--- src/rtl/sigma_delta_modulator.sv ---
`default_nettype none
// ============================================================================
// Module   : sigma_delta_modulator
// Purpose  : Dual-channel second-order 1-bit sigma-delta modulator fed from a
//            one-entry sample buffer. Optional LFSR dither: SIGMA_DELTA_DITHER_EN.
// Revision : 1.0 - initial release
// ============================================================================
module sigma_delta_modulator #(
  parameter int OSR_LOG2  = 6,
  parameter int INT_WIDTH = 28
) (
  input  logic        clock_200,
  input  logic        reset,
  input  logic        enable,
  input  logic [7:0]  rate_div,
  input  logic [47:0] sample_in,
  input  logic        sample_valid,
  output logic        sample_ready,
  input  logic        overflow_clear,
  output logic        sigma_delta_stream_A,
  output logic        sigma_delta_stream_B,
  output logic        sample_trigger,
  output logic        overflow_A,
  output logic        overflow_B,
  output logic        underrun
);

  localparam int c_SUM_W  = INT_WIDTH + 2;
  localparam int c_STEP_W = 2 * INT_WIDTH + 2;
  localparam logic signed [INT_WIDTH-1:0] c_SAT_MAX  = {1'b0, {(INT_WIDTH-1){1'b1}}};
  localparam logic signed [INT_WIDTH-1:0] c_SAT_MIN  = -c_SAT_MAX;
  localparam logic signed [c_SUM_W-1:0]   c_SUM_MAX  = {2'b00, c_SAT_MAX};
  localparam logic signed [c_SUM_W-1:0]   c_SUM_MIN  = -c_SUM_MAX;
  localparam logic signed [c_SUM_W-1:0]   c_FB_POS   = c_SUM_W'(32'sh0080_0000);
  localparam logic [OSR_LOG2-1:0]         c_CNT_LAST = {OSR_LOG2{1'b1}};

  // One loop iteration; packed result is {ovf, new_bit, i2, i1}.
  // Both integrators run with two guard bits so saturation is detected exactly.
  function automatic logic [c_STEP_W-1:0] loop_step(
    input logic signed [23:0]          x,
    input logic signed [INT_WIDTH-1:0] i1,
    input logic signed [INT_WIDTH-1:0] i2,
    input logic                        bit_q,
    input logic signed [c_SUM_W-1:0]   dither
  );
    logic signed [c_SUM_W-1:0]   fb;
    logic signed [c_SUM_W-1:0]   s1;
    logic signed [c_SUM_W-1:0]   s2;
    logic signed [INT_WIDTH-1:0] i1_n;
    logic signed [INT_WIDTH-1:0] i2_n;
    logic                        ovf;
    fb  = bit_q ? c_FB_POS : -c_FB_POS;
    ovf = 1'b0;
    s1  = {{2{i1[INT_WIDTH-1]}}, i1} + {{(c_SUM_W-24){x[23]}}, x} - fb;
    if (s1 > c_SUM_MAX) begin
      i1_n = c_SAT_MAX;
      ovf  = 1'b1;
    end else if (s1 < c_SUM_MIN) begin
      i1_n = c_SAT_MIN;
      ovf  = 1'b1;
    end else begin
      i1_n = s1[INT_WIDTH-1:0];
    end
    s2 = {{2{i2[INT_WIDTH-1]}}, i2} + {{2{i1_n[INT_WIDTH-1]}}, i1_n} - fb + dither;
    if (s2 > c_SUM_MAX) begin
      i2_n = c_SAT_MAX;
      ovf  = 1'b1;
    end else if (s2 < c_SUM_MIN) begin
      i2_n = c_SAT_MIN;
      ovf  = 1'b1;
    end else begin
      i2_n = s2[INT_WIDTH-1:0];
    end
    return {ovf, ~i2_n[INT_WIDTH-1], i2_n, i1_n};
  endfunction

  logic [7:0]                  r_div;
  logic [OSR_LOG2-1:0]         r_cnt;
  logic [47:0]                 r_buf;
  logic                        r_buf_full;
  logic signed [23:0]          r_act [2];
  logic signed [INT_WIDTH-1:0] r_i1  [2];
  logic signed [INT_WIDTH-1:0] r_i2  [2];
  logic [1:0]                  r_bit;
  logic                        r_trig;
  logic                        r_ovf_a;
  logic                        r_ovf_b;
  logic                        r_underrun;

  logic                        w_tick;
  logic                        w_boundary;
  logic                        w_accept;
  logic signed [c_SUM_W-1:0]   w_dither;
  logic [c_STEP_W-1:0]         w_step [2];

  assign w_tick       = enable && (r_div == 8'd0);
  assign w_boundary   = w_tick && (r_cnt == c_CNT_LAST);
  assign sample_ready = !r_buf_full;
  assign w_accept     = sample_valid && sample_ready;

`ifdef SIGMA_DELTA_DITHER_EN
  logic [15:0] r_lfsr;

  always_ff @(posedge clock_200 or negedge reset) begin
    if (!reset) begin
      r_lfsr <= 16'hACE1;
    end else if (w_tick) begin
      r_lfsr <= {r_lfsr[14:0], r_lfsr[15] ^ r_lfsr[13] ^ r_lfsr[12] ^ r_lfsr[10]};
    end
  end

  assign w_dither = {{(c_SUM_W-4){r_lfsr[3]}}, r_lfsr[3:0]};
`else
  assign w_dither = '0;
`endif

  // Channel 0 is A (sample_in[47:24]), channel 1 is B (sample_in[23:0]).
  always_comb begin
    for (int ch = 0; ch < 2; ch++) begin
      w_step[ch] = loop_step(r_act[ch], r_i1[ch], r_i2[ch], r_bit[ch], w_dither);
    end
  end

  always_ff @(posedge clock_200 or negedge reset) begin
    if (!reset) begin
      r_div      <= '0;
      r_cnt      <= '0;
      r_buf      <= '0;
      r_buf_full <= 1'b0;
      r_bit      <= '0;
      r_trig     <= 1'b0;
      r_ovf_a    <= 1'b0;
      r_ovf_b    <= 1'b0;
      r_underrun <= 1'b0;
      for (int ch = 0; ch < 2; ch++) begin
        r_act[ch] <= '0;
        r_i1[ch]  <= '0;
        r_i2[ch]  <= '0;
      end
    end else begin
      r_trig <= w_boundary;

      if (enable) begin
        r_div <= (r_div == 8'd0) ? rate_div : r_div - 8'd1;
      end

      if (w_tick) begin
        r_cnt <= r_cnt + OSR_LOG2'(1);
        for (int ch = 0; ch < 2; ch++) begin
          r_i1[ch]  <= w_step[ch][INT_WIDTH-1:0];
          r_i2[ch]  <= w_step[ch][2*INT_WIDTH-1:INT_WIDTH];
          r_bit[ch] <= w_step[ch][c_STEP_W-2];
        end
      end

      if (w_boundary && r_buf_full) begin
        r_act[0] <= r_buf[47:24];
        r_act[1] <= r_buf[23:0];
      end

      // A full buffer blocks accepts, so accept and load are mutually exclusive.
      if (w_accept) begin
        r_buf      <= sample_in;
        r_buf_full <= 1'b1;
      end else if (w_boundary) begin
        r_buf_full <= 1'b0;
      end

      r_ovf_a    <= (w_tick && w_step[0][c_STEP_W-1]) || (r_ovf_a && !overflow_clear);
      r_ovf_b    <= (w_tick && w_step[1][c_STEP_W-1]) || (r_ovf_b && !overflow_clear);
      r_underrun <= (w_boundary && !r_buf_full) || (r_underrun && !overflow_clear);
    end
  end

  assign sigma_delta_stream_A = r_bit[0];
  assign sigma_delta_stream_B = r_bit[1];
  assign sample_trigger       = r_trig;
  assign overflow_A           = r_ovf_a;
  assign overflow_B           = r_ovf_b;
  assign underrun             = r_underrun;

endmodule
`default_nettype wire

--- config.mk ---
export PLATFORM = sky130hd
export DESIGN_NAME = sigma_delta_modulator
export DESIGN_NICKNAME = d
export VERILOG_FILES = /design/src/rtl/sigma_delta_modulator.sv
export SDC_FILE = /design/constraint.sdc
export NUM_CORES = 1
export LEC_CHECK = 0
export CAP_MARGIN = 15
export CORE_UTILIZATION = 38
export DETAILED_ROUTE_END_ITERATION = 12
export PLACE_DENSITY_LB_ADDON = 0.25
export REMOVE_ABC_BUFFERS = 1
export SLEW_MARGIN = 20
export SYNTH_ARGS = -nofsm -noshare
export SYNTH_HDL_FRONTEND = slang
export SYNTH_SLANG_ARGS = --single-unit
--- constraint.sdc ---
create_clock -name clock_200 -period 9.27 [get_ports clock_200]
set_clock_uncertainty 0.15 [all_clocks]
set_input_delay 2.781 -clock clock_200 [delete_from_list [all_inputs] [get_ports clock_200]]
set_output_delay 2.781 -clock clock_200 [all_outputs]
set_load 0.03 [all_outputs]
# ---- Word-level counts from Yosys, hierarchy flattened
# Cells that the tools add are included.
dict set report op_classes {
  add_sub_neg 10
  multipliers 0
  div 0
  magnitude_cmp 8
  n_eq_ne 1
  n_shift 0
  mux 21
  bitwise 2
  reduce_logical 17
}
# op n
set op_table {}
lappend op_table {{$mux W28} 8}
lappend op_table {{$gt A30 B28 Y1 const B} 4}
lappend op_table {{$lt A30 B28 Y1 const B} 4}
lappend op_table {{$sub A30 B30 Y30} 4}
lappend op_table {{$mux W30} 2}
lappend op_table {{$add A28 B24 Y29} 2}
lappend op_table {{$add A28 B28 Y29} 2}
lappend op_table {{$logic_and A1 B1 Y1} 10}
lappend op_table {{$mux W1} 10}
lappend op_table {{$logic_not A8 Y1} 1}
lappend op_table {{$mux W8} 1}
lappend op_table {{$sub A8 B1 Y8 const B} 1}
lappend op_table {{$add A6 B1 Y6 const B} 1}
lappend op_table {{$eq A6 B6 Y1 const B} 1}
lappend op_table {{$logic_or A1 B1 Y1} 3}
lappend op_table {{$logic_not A1 Y1} 2}
lappend op_table {{$not A1 Y1} 2}
lappend op_table {{$reduce_bool A2 Y1} 1}
dict set report totals {
  regBits 229
  latchBits 0
  mem_bits_rw 0
  mem_bits_ro 0
  input_bits 61
  output_inout_bits 7
  wordCells 74
  mem_count 0
}

# ---- Longest topological paths before layout
# Gate-level depths: netlist (run 1).
dict set report logic_depth {
  ltp_word 12
  mapped_depth 49
  ltp_nobuf 48
}

# ---- Worst setup path before layout (run 1)
# OpenSTA, ideal clock, no wires.
dict set report synth_path {
  path_type {register -> register}
  start {register r_act[0] (netlist bit)}
  end {register r_i2[1] (netlist bit)}
  setup_time_ps 121
  t_arrival_ps 9689
  required_time_ps 8999
  slack_ps -689
  stages_incl_launch_ff 49
  n_path_buf 1
  synth_period_minus_slack_ps 9959
  path_cell_list {dfrtp_1 -> ha_1 -> inv_1 -> fa_1 -> nand2b_1 -> a211oi_2 -> o21bai_1 -> nand4b_1 -> and3_1 -> o21ai_0 -> nand2b_1 -> xor2_1 -> inv_1 -> fa_1 -> nand2b_1 -> o31ai_1 -> a22oi_1 -> nor4_1 -> [13 not listed] -> o211a_1 -> o21a_1 -> o21a_1 -> or2_2 -> a21oi_1 -> xnor2_1 -> ha_1 -> o21a_1 -> o31a_1 -> a2bb2oi_1 -> a2111oi_0 -> o2111ai_1 -> a2111oi_0 -> nand4bb_1 -> nor4_1 -> nand4_1 -> and3_1 -> a22o_1}
}
# item line
set synth_rtl {}
lappend synth_rtl {{from (decl)} 81} ;# logic signed [23:0] r_act [2];
lappend synth_rtl {{to (signal, indexed assignment)} 151} ;# r_i2[ch] <= w_step[ch][2*INT_WIDTH-1:INT_WIDTH];
lappend synth_rtl {{to (decl)} 83} ;# logic signed [INT_WIDTH-1:0] r_i2 [2];

==> results of run 1 <==
==> cell type report <==
class / count / share of cell area (%)
multi-input combinational: 1591 / 49.5
inverter: 57 / 0.863
sequential: 229 / 23.1
tap: 592 / 2.99
timing repair buffer: 579 / 19.4
clock inverter: 18 / 0.848
clock buffer: 38 / 3.28
==> sequential cells by signal, summed over array words and instances, names as in the netlist, 2 cells and up <==
name and flops:
r_act 48, r_div 8, r_i1 56, r_i2 56
r_bit 2, r_buf 48, r_cnt 6
==> worst reg2reg max path: cells and delay by family (launching register included) <==
family                     cells  cell delay [ns]
adders and majority gates      5             1.46
xor gates and xnor gates       2             0.30
DFF                            1             0.36
buffers and inverters          3             0.34
AOI/OAI and AO/OA             25             4.34
and+or+nand+nor               14             3.32
==> layout by cell type (no fill, tap or decap), types with 17 or more instances in the layout <==
cell and count:
dfrtp_1 229, nand2_1 289, nand2b_1 23, ha_1 124, xor2_1 33, a21oi_1 109, o21a_1 29, buf_4 477
clkdlybuf4s50_1 66, buf_6 18, and2_1 17, xnor2_1 40, clkbuf_16 33, a21o_1 46, o21ai_1 26, nor3_1 38
a21oi_2 42, o211ai_1 27, inv_1 54, nand3_1 26, nand4_1 19, nor2_1 106, o21ai_0 96, mux2_2 87
==> through the flow <==
step | util [%] | setup WS [ns] | TNS [ns] | hold slack, ns | cells
finish | 55.9 | -1.12 | -17.05 | 0.316 | 3104
global route | 55.9 | -1.60 | -36.70 | 0.348 | 3104
CTS | 54.0 | -0.915 | -9.34 | 0.321 | 3083
detailed placement | 48.6 | -2.28 | -66.31 | 0.306 | 2967
global placement | 48.6 | -2.17 | -52.58 | 0.305 | 2967
floorplan | - | -0.722 | -18.82 | 0.292 | 1877
==> worst paths after layout <==
| check | start | to | slack, ns | cells past startpoint |
|---|---|---|---|---|
| min | r_buf[42]$_DFFE_PN0P_ | r_act[42]$_DFFE_PN0P_ | 0.32 | 2 |
| max in group asynchronous | reset | r_act[29]$_DFFE_PN0P_ | 5.71 | 2 |
| max reg2reg | r_act[0]$_DFFE_PN0P_ | r_i2[1]$_DFFE_PN0P_ | -1.12 | 49 |
| max | r_act[0]$_DFFE_PN0P_ | r_i2[1]$_DFFE_PN0P_ | -1.12 | 49 |
| min reg2reg | r_buf[42]$_DFFE_PN0P_ | r_act[42]$_DFFE_PN0P_ | 0.32 | 2 |
| min in group asynchronous | reset | r_buf[12]$_DFFE_PN0P_ | 2.10 | 1 |
==> kinds of logic (layout without fill, tap and decap cells) <==
group,count (synthesis),after routing,synth area share (%)
XOR/XNOR,83,83,4.24
buffers and inverters,132,692,3.12
adder cells (fa/ha/maj),151,151,11.4
flip-flops,229,229,33.5
multiplexers,100,100,6.52
AND/OR/NAND/NOR,670,670,18.6
AO/OA/AOI/OAI,587,587,22.7
==> routing by layer <==
metal  track usage, %  vias to the layer above  wire, um
met4             8.05                        0      1940
met3             3.42                      115      2640
met2             41.2                      388     27300
met1             30.3                     8222     24300
met5                0                        -         0
li1                 -                     8210         -
==> what timing repair did <==
| item | in CTS | in global routing |
|---|---|---|
| cloned | 3 | 2 |
| hold endpoints to repair | 0 | 0 |
| gates resized for setup | 200 | 125 |
| setup endpoints to repair | 60 | 58 |
| pin swaps | 128 | 84 |
| setup buffers | 58 | 26 |
==> out/metrics.csv, run 1 <==
stage;metric;value;unit
final_layout;antenna_cells;0;
critical_path;timing.critical_path.slowest_cell_delay;0.55;ns
drt;vias;16900;
timing;period_share;112;%
final_layout;fillCellCount;3895;
critical_path;critPathKind;reg2reg;
critical_path;cp_num_buf_inv;3;
clock_network;clockBufferDepth;3;
final_layout;multi_input_area;12300;um2
clock_network;cts_root_buf;clkbuf_16;
clock_network;path_clk_slew;0.06;ns
logic_synthesis;synth_top_flop_cell;dfrtp_1;
timing;tightest_slew;0.941;ns
critical_path;cp_slowest_cell;or4b_4;
critical_path;crit_arrival;10.70;ns
critical_path;critPathTopFamily;compound AO/OA/AOI/OAI gates;
final_layout;final_cell_area;24800;um2
worst_hold_path;hold_path_class;reg2reg;
placed_design;place_congestion;0.916;
final_layout;area_delta_synth_final;44.7;%
global_route;grt-ovfl-total;0;
floorplanning;die_h;214;um
final_layout;register_area;5730;um2
final_layout;fin_nets;2700;
floorplanning;ioPinCount;68;
drt;routed_wl;56.1;mm
global_route;gr-usage-all-layers;23.8;%
drt;drt_first_iter_violations;1154;
drt;dr.pass1.iters;6;
timing;setup_viol;50;
global_route;grt_pass1_wl;88.9;mm
global_route;grt_pass1_vias;17000;
logic_synthesis;ys_ff_latch;229;
critical_path;worst_setup_path_end_kind;register;
timing;timing.slew.headroom;37.1;%
logic_synthesis;synth_edf_count;0;
timing;timing.final.ws_setup;-1.12;ns
logic_synthesis;yosysTopAreaCell;dfrtp_1;
placed_design;dp_hpwl;40.4;mm
clock_network;cts_buffers;30;
global_route;grt_max_degree;124;
logic_synthesis;yosysMostFrequentCell;nand2_1;
logic_synthesis;synth_cell_types;92;
timing;max_freq;0.0962;GHz
flow_run;drv_cap;0;
status;violations;setup timing;
logic_synthesis;syn_area;17100;um2
floorplanning;num_rows;77;
status;status;finished, violations left;
logic_synthesis;synth_cells;1952;
logic_synthesis;ys_seq_area_share;33.5;%
logic_synthesis;synth_top_area_share;33.5;%
clock_network;postCtsHoldBufs;0;
logic_synthesis;synthTopCellsByArea;dfrtp_1, ha_1, nand2_1;
clock_network;cts_sinks;229;
drt;drc;0;
critical_path;cp-start-kind;register;
clock_network;cts_tree;done;
drt;wl_per_cell;18.1;um
global_route;antenna_found_initial;1;
timing;grt_setup_unrepaired;true;
final_layout;drive_above_1_share;35.6;%
critical_path;crit_fanout;4;
floorplanning;core;44300;um2
placed_design;place_area;21600;um2
floorplanning;start_util;38.6;%
drt;antenna_left;0;
logic_synthesis;synth.top_cells.by_count;nand2_1, dfrtp_1, a21oi_1, ha_1, o21ai_0;
timing;hold_viol;0;
clock_network;clock_latency;0.59;ns
timing;fin_crit;10.39;ns
floorplanning;dieArea;45900;um2
placed_design;port_buffers;67;
logic_synthesis;synth.avg_cell_area;8.77;um2
drt;via_per_inst;5.46;
logic_synthesis;async_flop_share;100;%
logic_synthesis;yosysWarnings;0;
critical_path;cp.required;9.58;ns
timing;finalMaxSlewViolations;0;
clock_network;ctsHtreeMaxLevel;1;
floorplanning;die_w;214;um
Power of run 1 is not shown: default switching activity piles up to over one toggle a cycle in this logic, so the estimate is an artifact.
==> inputs of run 2 (changes only) <==
- PLACE_DENSITY: default -> 0.64
- PLACE_DENSITY_LB_ADDON: 0.25 -> default
==> run 2 against run 1 <==
Effect of this change:
- the run still ends with setup timing left
- die area unchanged
- final cell count is 0.19% lower
- final area is 1.5% lower
- sequential share of layout area rose by 0.36 points
- critical path type unchanged
- count of clock-buffer cells in the layout unchanged
- routed wire length shrank 2.1%
- utilization down 0.85 points
- via count grew 0.37%
- setup slack better by 0.013 ns
- largest cell class unchanged
- critical endpoint is now r_i2[24]$_DFFE_PN0P_
==> out/metrics.csv, run 2 (same netlist as run 1, synthesis figures left out) <==
stage;metric;value;unit
status;status;finished, violations left;
status;violations;setup timing;
clock_network;cts_tree;done;
timing;max_freq;0.0963;GHz
floorplanning;num_rows;77;
floorplanning;core;44300;um2
final_layout;finalCoreUtilization;55.1;%
timing;fin_crit;10.38;ns
critical_path;worst_setup_path_end_kind;register;
global_route;gr-usage-all-layers;23.6;%
global_route;grt_max_degree;109;
placed_design;place_congestion;0.927;
global_route;antenna_found_initial;0;
clock_network;postCtsHoldBufs;0;
global_route;busiest_layer;met2;
flow_run;drv_cap;0;
clock_network;path_clk_slew;0.06;ns
worst_hold_path;hold_path_class;reg2reg;
critical_path;critPathKind;reg2reg;
drt;routed_wl;55.0;mm
final_layout;final_cells;3098;
placed_design;placed_cells;2968;
drt;dr.pass1.iters;6;
critical_path;timing.critical_path.slowest_cell_delay;0.56;ns
critical_path;cp_slowest_cell;fa_2;
global_route;grt_pass1_wl;88.8;mm
timing;timing.final.ws_setup;-1.11;ns
final_layout;final_common_cell;buf_4;
global_route;grt.met3_usage;3.59;%
placed_design;dp_hpwl;40.4;mm
clock_network;cts_sinks;229;
critical_path;cp-start-kind;register;
timing;grt_setup_unrepaired;true;
critical_path;cp_num_buf_inv;22;
final_layout;antenna_cells;0;
placed_design;port_buffers;67;
floorplanning;dieArea;45900;um2
critical_path;crit_arrival;10.68;ns
drt;drc;0;
final_layout;fin_nets;2698;
final_layout;largest_registers;r_i1 x56, r_i2 x56;
clock_network;clock_latency;0.58;ns
clock_network;ctsHtreeMaxLevel;1;
drt;wl_per_cell;17.7;um
floorplanning;start_util;38.6;%
floorplanning;die_h;214;um
drt;vias;17000;
final_layout;fillCellCount;4021;
floorplanning;die_w;214;um
final_layout;area_delta_synth_final;42.5;%
critical_path;r2r_slack;-1.11;ns
critical_path;path_common_cell;buf_4;
timing;setup_viol;56;
clock_network;cts_root_buf;clkbuf_16;
final_layout;layout_common_cells;buf_4, nand2_1, dfrtp_1;
timing;timing.slew.headroom;35.8;%
drt;antenna_left;0;
drt;via_per_inst;5.49;
timing;period_share;112;%
timing;finalMaxSlewViolations;0;
global_route;grt-ovfl-total;0;
clock_network;cts_buffers;29;
critical_path;cp.required;9.57;ns
drt;drt_first_iter_violations;1200;
timing;hold_viol;0;
floorplanning;ioPinCount;68;
global_route;grt_pass1_vias;17000;
timing;tightest_slew;0.963;ns
global_route;globalRouteMet2Util;38.4;%
global_route;use_met1;32.4;%
clock_network;clockBufferDepth;3;
critical_path;critPathTopFamily;compound AO/OA/AOI/OAI gates;
final_layout;drive_above_1_share;34.4;%
critical_path;crit_fanout;3;
[run 2: cell types whose count changed in the layout (fill, tap and decap cells not counted), moves of 5 or more]
| cell | delta |
|---|---|
| buf_4 | +12 |
| a21oi_1 | +7 |
| buf_12 | -6 |
| a21oi_2 | -5 |
| o21ai_0 | +5 |
[run 2: routing by layer]
layer | share of wire, % | vias to the layer above
li1 | - | 8199
met1 | 47 | 8313
met2 | 46 | 391
met3 | 4.6 | 94
met4 | 2.6 | 0
met5 | 0 | -
[run 2: path summary, 6_finish.rpt]
check | to | from | cells after the start
max in group asynchronous | r_i2[32]$_DFFE_PN0P_ | reset | 2
setup / recovery | r_i2[24]$_DFFE_PN0P_ | r_act[13]$_DFFE_PN0P_ | 55
min in group asynchronous | r_i1[9]$_DFFE_PN0P_ | reset | 1
setup reg to reg | r_i2[24]$_DFFE_PN0P_ | r_act[13]$_DFFE_PN0P_ | 55
hold / removal | r_act[45]$_DFFE_PN0P_ | r_buf[45]$_DFFE_PN0P_ | 2
hold reg to reg | r_act[45]$_DFFE_PN0P_ | r_buf[45]$_DFFE_PN0P_ | 2
[run 2: metrics by stage]
stage | cell area (um2) | TNS [ns] | hold WS, ns | setup WS, ns
global route | 24400 | -40.21 | 0.349 | -1.52
finish | 24400 | -18.12 | 0.323 | -1.11
CTS | 23700 | -17.14 | 0.326 | -0.871
floorplan | 16800 | -18.82 | 0.292 | -0.722
detailed placement | 21500 | -65.31 | 0.310 | -2.14
global placement | 21500 | -49.03 | 0.307 | -1.96
[run 2: cell type report]
| type | count | area (um2) | share of cell area [%] |
|---|---|---|---|
| clock inverter | 13 | 269 | 1.10 |
| inverter | 57 | 214 | 0.877 |
| multi-input combinational | 1591 | 12000 | 49.2 |
| clock buffer | 38 | 800 | 3.28 |
| tap | 592 | 741 | 3.04 |
| timing repair buffer | 578 | 4650 | 19.0 |
| sequential | 229 | 5730 | 23.5 |
[run 2: tightest hold or removal path, delay by kind of cell, from the launching register on]
family           cells  cell delay, ns
DFF                  1            0.34
and+or+nand+nor      2            0.10
[run 2: what timing repair did]
item                                    in CTS  in global routing
pin swaps                                  104                111
endpoints found under the setup margin      58                 60
setup buffers                               53                 25
cloned                                       3                  0
gates resized for setup                    154                111
Power of run 2 is left out for the same reason.
==> patch 1, RTL diff (config.mk and constraints of run 2) <==
The option `SIGMA_DELTA_DITHER_EN` is turned on by a define.
--- a/src/rtl/sigma_delta_modulator.sv
+++ b/src/rtl/sigma_delta_modulator.sv
@@ -7,2 +7,4 @@
 // ============================================================================
+`define SIGMA_DELTA_DITHER_EN
+
 module sigma_delta_modulator #(
Formal check against the unedited RTL: no difference found for any inputs over 4 cycles, from zero or initial values and one cycle with reset low; that may be too few to reach the edited logic, so the function may still have changed.
==> patch 1 against run 2 <==
The run still ends with negative setup slack left. Wire length rose by 20%. Sequential cell count is 16 higher. Setup slack got worse by 0.52 ns. Final area is 27% higher. Synthesized area is 22% higher. Critical path type unchanged.
Power is left out: the tool's default activity adds up to more than one toggle a clock period on the data nets, which glitch-free logic cannot reach.
==> patch 1: results (changes against run 2) <==
stage;metric;value;unit;change
cells_and_area;Non-clk bufs;813;;was 578
routing;Wirelength per Cell;17.1;um;was 17.7 um
cells_and_area;nets@finish;3443;;was 2698
critical_path;CP max stage delay;0.58;ns;was 0.56 ns
synthesis;top cells by count, synth;237 x dfrtp_1, 233 x ha_1, 181 x nand2_1;;was 302 x nand2_1, 229 x dfrtp_1, 155 x a21oi_1
grt;total track usage;22.3;%;was 23.6%
grt;GRT met3 Usage;2.27;%;was 3.59%
critical_path;CP arrival;11.22;ns;was 10.68 ns
routing;Routed Wire Length;66000;um;was 55000 um
synthesis;post-synthesis sequential area ratio;29.3;%;was 33.5%
routing;metal2 WL;33300;um;was 25400 um
clock_tree;Root Driver;clkbuf_16;;unchanged
cells_and_area;clock buffer count;32;;was 38
timing;Final Setup Violations;60;;was 56
timing;fin worst setup slack;-1.63;ns;was -1.11 ns
run_status;outcome;finished with violations;;unchanged
placement;post-DP HPWL;47800;um;was 40400 um
grt;grt met1 use;27.3;%;was 32.4%
cells_and_area;sequential cell count;245;;was 229
routing;M1 wire length;27800;um;was 25600 um
worst_hold_path;hold endpoint;r_lfsr[7];;was r_act[45]
clock_tree;Num CTS Buffers;26;;was 29
routing;first drt pass iteration count;7;;was 6
cells_and_area;multi-input gate share of total cell area;51.0;%;was 49.2%
grt;vias in the first global route;21400;;was 17000
cells_and_area;layout cells sized above 1;40.1;%;was 34.4%
grt;initial antenna violation count;1;;was 0
cells_and_area;non-clk buf share;21.2;%;was 19.0%
routing;wire length on met3;2160;um;was 2520 um
critical_path;worst-path fanout max;8;;was 3
cells_and_area;Inverters;169;;was 57
synthesis;Avg Synthesized Cell Area;8.86;um^2;was 8.77 um^2
critical_path;reg-to-reg endpoint;overflow_B;;was r_i2[24]
critical_path;R2R cell count;50;;was 55
timing;headroom to the max-slew limit;29.9;%;was 35.8%
critical_path;worst r2r src;r_act[0];;was r_act[13]
run_status;failing checks;negative setup slack;;unchanged
cells_and_area;multi-input combinational cell count;1878;;was 1591
grt;GR Layer Usage met2;40.1;%;was 38.4%
synthesis;Synth cell types;81;;was 92
cells_and_area;Layout clock area frac;3.06;%;was 4.38%
cells_and_area;register area;6140;um^2;was 5730 um^2
timing;worst hold margin;0.314;ns;was 0.323 ns
critical_path;flop-to-flop setup slack;-1.63;ns;was -1.11 ns
worst_hold_path;Hold Path Origin;r_lfsr[7];;was r_buf[45]
cells_and_area;FILL cells;4530;;was 4021
grt;pin count of the biggest net entering global routing;175;;was 109
synthesis;Area contributors post-synth;dfrtp_1 28%, ha_1 14%, mux2_2 7.2%;;was dfrtp_1 33%, ha_1 10%, nand2_1 6.6%
clock_tree;clk_lat worst skew;0.56;ns;was 0.58 ns
routing;via/cell ratio;5.47;;was 5.49
[patch 1: cell count changes after synthesis, sizes merged, moves of 14 or more]
cell   delta
nand2   -121
a221o    +23
o31ai    +27
mux2     +46
a21oi    +14
ha       +90
xor2     +27
nor3     +15
inv     +112
a21o     +18
xnor2    +27
nor2     +60
[patch 1: metrics by stage]
stage | util (%) | TNS, ns | setup slack [ns] | cell area (um^2)
floorplan | - | -128.80 | -2.48 | 20700
global placement | 49.9 | -138.29 | -2.89 | 27000
detailed placement | 49.9 | -146.03 | -2.96 | 27000
CTS | 55.2 | -77.27 | -1.50 | 29900
global route | 57.1 | -113.20 | -2.12 | 30900
finish | 57.1 | -86.05 | -1.63 | 30900
[patch 1: worst max path at each step]
stage | from | to | slack (ns) | cells past startpoint
after floorplan | r_act[0] | overflow_B | -2.48 | 51
after global placement | r_act[0] | r_i2[4] | -2.89 | 51
after detailed placement | r_act[0] | overflow_B | -2.96 | 51
after CTS | r_i1[11] | overflow_B | -1.50 | 50
after global routing | r_act[0] | r_i2[20] | -2.12 | 51
final | r_act[0] | overflow_B | -1.63 | 50
[patch 1: logic make-up (layout without fill, tap and decap cells)]
kind of cell	Yosys count	in the layout	synth area share [%]
adder cells (fa/ha/maj)	249	249	15.4
flip-flops	245	245	29.3
AO/OA/AOI/OAI	712	712	22.9
multiplexers	142	142	7.58
XOR/XNOR	137	137	5.72
buffers and inverters	243	1030	4.44
AND/OR/NAND/NOR	638	638	14.6
[patch 1: worst min-delay path, cell delays in order, from the launching register on]
cell and delay, ns:
dfstp_2 0.37, nand2_1 0.05, nand2_1 0.05
[patch 1: what timing repair did]
action,4_1_cts,5_1_grt
setup buffers,81,42
setup endpoints to repair,60,60
pin swaps,138,151
resized for setup,286,155
cloned,4,3
==> patch 2, RTL diff (flow settings as in run 2) <==
Without the edit above. Register the output `overflow_B` once more; this adds one clock of latency there. The other outputs are not delayed to match.
--- a/src/rtl/sigma_delta_modulator.sv
+++ b/src/rtl/sigma_delta_modulator.sv
@@ -178,3 +178,5 @@
   assign overflow_A           = r_ovf_a;
-  assign overflow_B           = r_ovf_b;
+  always_ff @(posedge clock_200) begin
+    overflow_B <= r_ovf_b;
+  end
   assign underrun             = r_underrun;
Formal check against the unedited RTL: no difference found for any inputs over 4 cycles, from zero or initial values and one cycle with reset low; that may be too few to reach the edited logic, so the function may still have changed.
==> patch 2 against run 2 <==
The flow still finishes with violations (negative setup slack). Utilization grew 1.1 points. Synthesized cell count hardly changed. Sequential cell count is 1 higher. Setup slack better by 0.032 ns. Final area rose by 2.1%. Wire length increased by 3.4%. Synthesized area increased by 0.12%. Critical path type unchanged. Highest routed layer unchanged.
Power is left out: the tool's default activity adds up to more than one toggle a clock period on the data nets, which glitch-free logic cannot reach.
==> patch 2: results (changes against run 2) <==
stage;metric;value;unit;change
run_status;outcome;finished with violations;;unchanged
run_status;failing checks;negative setup slack;;unchanged
cells_and_area;nets@finish;2712;;was 2698
synthesis;Syn. warnings;0;;unchanged
critical_path;CP max-delay cell;or4b_4;;was fa_2
synthesis;Synth Area in Adders;11.4;%;about the same
placement;GPL Wtd Cong;0.947;;was 0.927
grt;vias in the first global route;17200;;was 17000
critical_path;CP arrival;10.67;ns;was 10.68 ns
synthesis;ys async rst share;99.6;%;was 100%
synthesis;post-synthesis sequential area ratio;33.5;%;about the same
timing;Final Setup Violations;54;;was 56
synthesis;proportion of synthesized area in mux cells;6.51;%;was 6.52%
synthesis;xor/xnor cell area share of the yosys netlist;4.24;%;about the same
timing;Slew @ Worst Pin;0.966;ns;was 0.963 ns
placement;post-DP HPWL;40600;um;was 40400 um
grt;pin count of the biggest net entering global routing;146;;was 109
placement;pre-CTS setup slack;-2.12;ns;was -2.14 ns
grt;first-pass GRT wire length;88700;um;was 88800 um
critical_path;worst-path fanout max;8;;was 3
placement;Post-DP Area;21600;um^2;was 21500 um^2
synthesis;Area contributors post-synth;dfrtp_1 33%, ha_1 10%, nand2_1 6.6%;;unchanged
timing;fin worst setup slack;-1.08;ns;was -1.11 ns
timing;worst hold margin;0.318;ns;was 0.323 ns
synthesis;post-synthesis compound-gate area fraction;22.6;%;was 22.7%
clock_tree;Num CTS Buffers;30;;was 29
synthesis;Synth cell types;93;;was 92
grt;total track usage;23.5;%;was 23.6%
routing;Detailed Route Iter0 Violations;1230;;was 1200
routing;Wirelength per Cell;18.2;um;was 17.7 um
critical_path;CP max stage delay;0.53;ns;was 0.56 ns
routing;first drt pass iteration count;7;;was 6
cells_and_area;layout cells sized above 1;36.2;%;was 34.4%
routing;via/cell ratio;5.55;;was 5.49
patch 2: changes by cell type after synthesis, sizes merged:
cell   delta
dfxtp     +1
patch 2: per-layer routing:
| layer | wire (um) | GRT usage, % |
|---|---|---|
| met3 | 2510 | 3.04 |
| met2 | 26700 | 38.8 |
| met5 | 0 | 0 |
| met1 | 25500 | 31.4 |
| met4 | 2160 | 9.05 |
patch 2: cells by family (layout without fill, tap and decap cells):
kind of cell,count (synthesis),in the layout
AO/OA/AOI/OAI,587,587
AND/OR/NAND/NOR,670,670
XOR/XNOR,83,83
buffers and inverters,132,702
flip-flops,230,230
multiplexers,100,100
adder cells (fa/ha/maj),151,151
patch 2: through the flow:
stage                     std cells  setup TNS, ns
after floorplan                1878         -18.82
after global placement         2967         -40.56
after detailed placement       2967         -58.43
after CTS                      3074         -11.10
after global routing           3115         -42.41
final                          3115         -19.51
patch 2: final cells by class:
| type | count | area (um^2) |
|---|---|---|
| Clock buffer | 34 | 776 |
| Fill cell | 3911 | 19400 |
| Tap cell | 592 | 741 |
| Timing Repair Buffer | 590 | 4860 |
| Clock inverter | 21 | 294 |
| Inverter | 57 | 214 |
| Multi-Input combinational cell | 1591 | 12300 |
| Sequential cell | 230 | 5750 |
patch 2: timing repair:
action,CTS,global route
endpoints found under the setup margin,58,58
pin swaps,144,133
resized for setup,175,168
gates cloned,1,3
buffers inserted,52,43
patch 2: critical path, delay by kind of cell, from the launching register on:
family | cells | cell delay [ns]
adders and majority gates | 4 | 1.15
xor gates and xnor gates | 2 | 0.30
and+or+nand+nor | 14 | 3.25
buffers and inverters | 7 | 0.98
AOI/OAI and AO/OA | 21 | 3.95
DFF | 1 | 0.42
patch 2: final timing paths:
check	cells after the start	from	endpoint
setup / recovery	48	r_i1[16]	r_i2[1]
hold reg to reg	2	r_buf[43]	r_act[43]
min in group asynchronous	1	reset	r_act[9]
max in group asynchronous	2	reset	r_i2[33]
hold / removal	2	r_buf[43]	r_act[43]
setup reg to reg	48	r_i1[16]	r_i2[1]
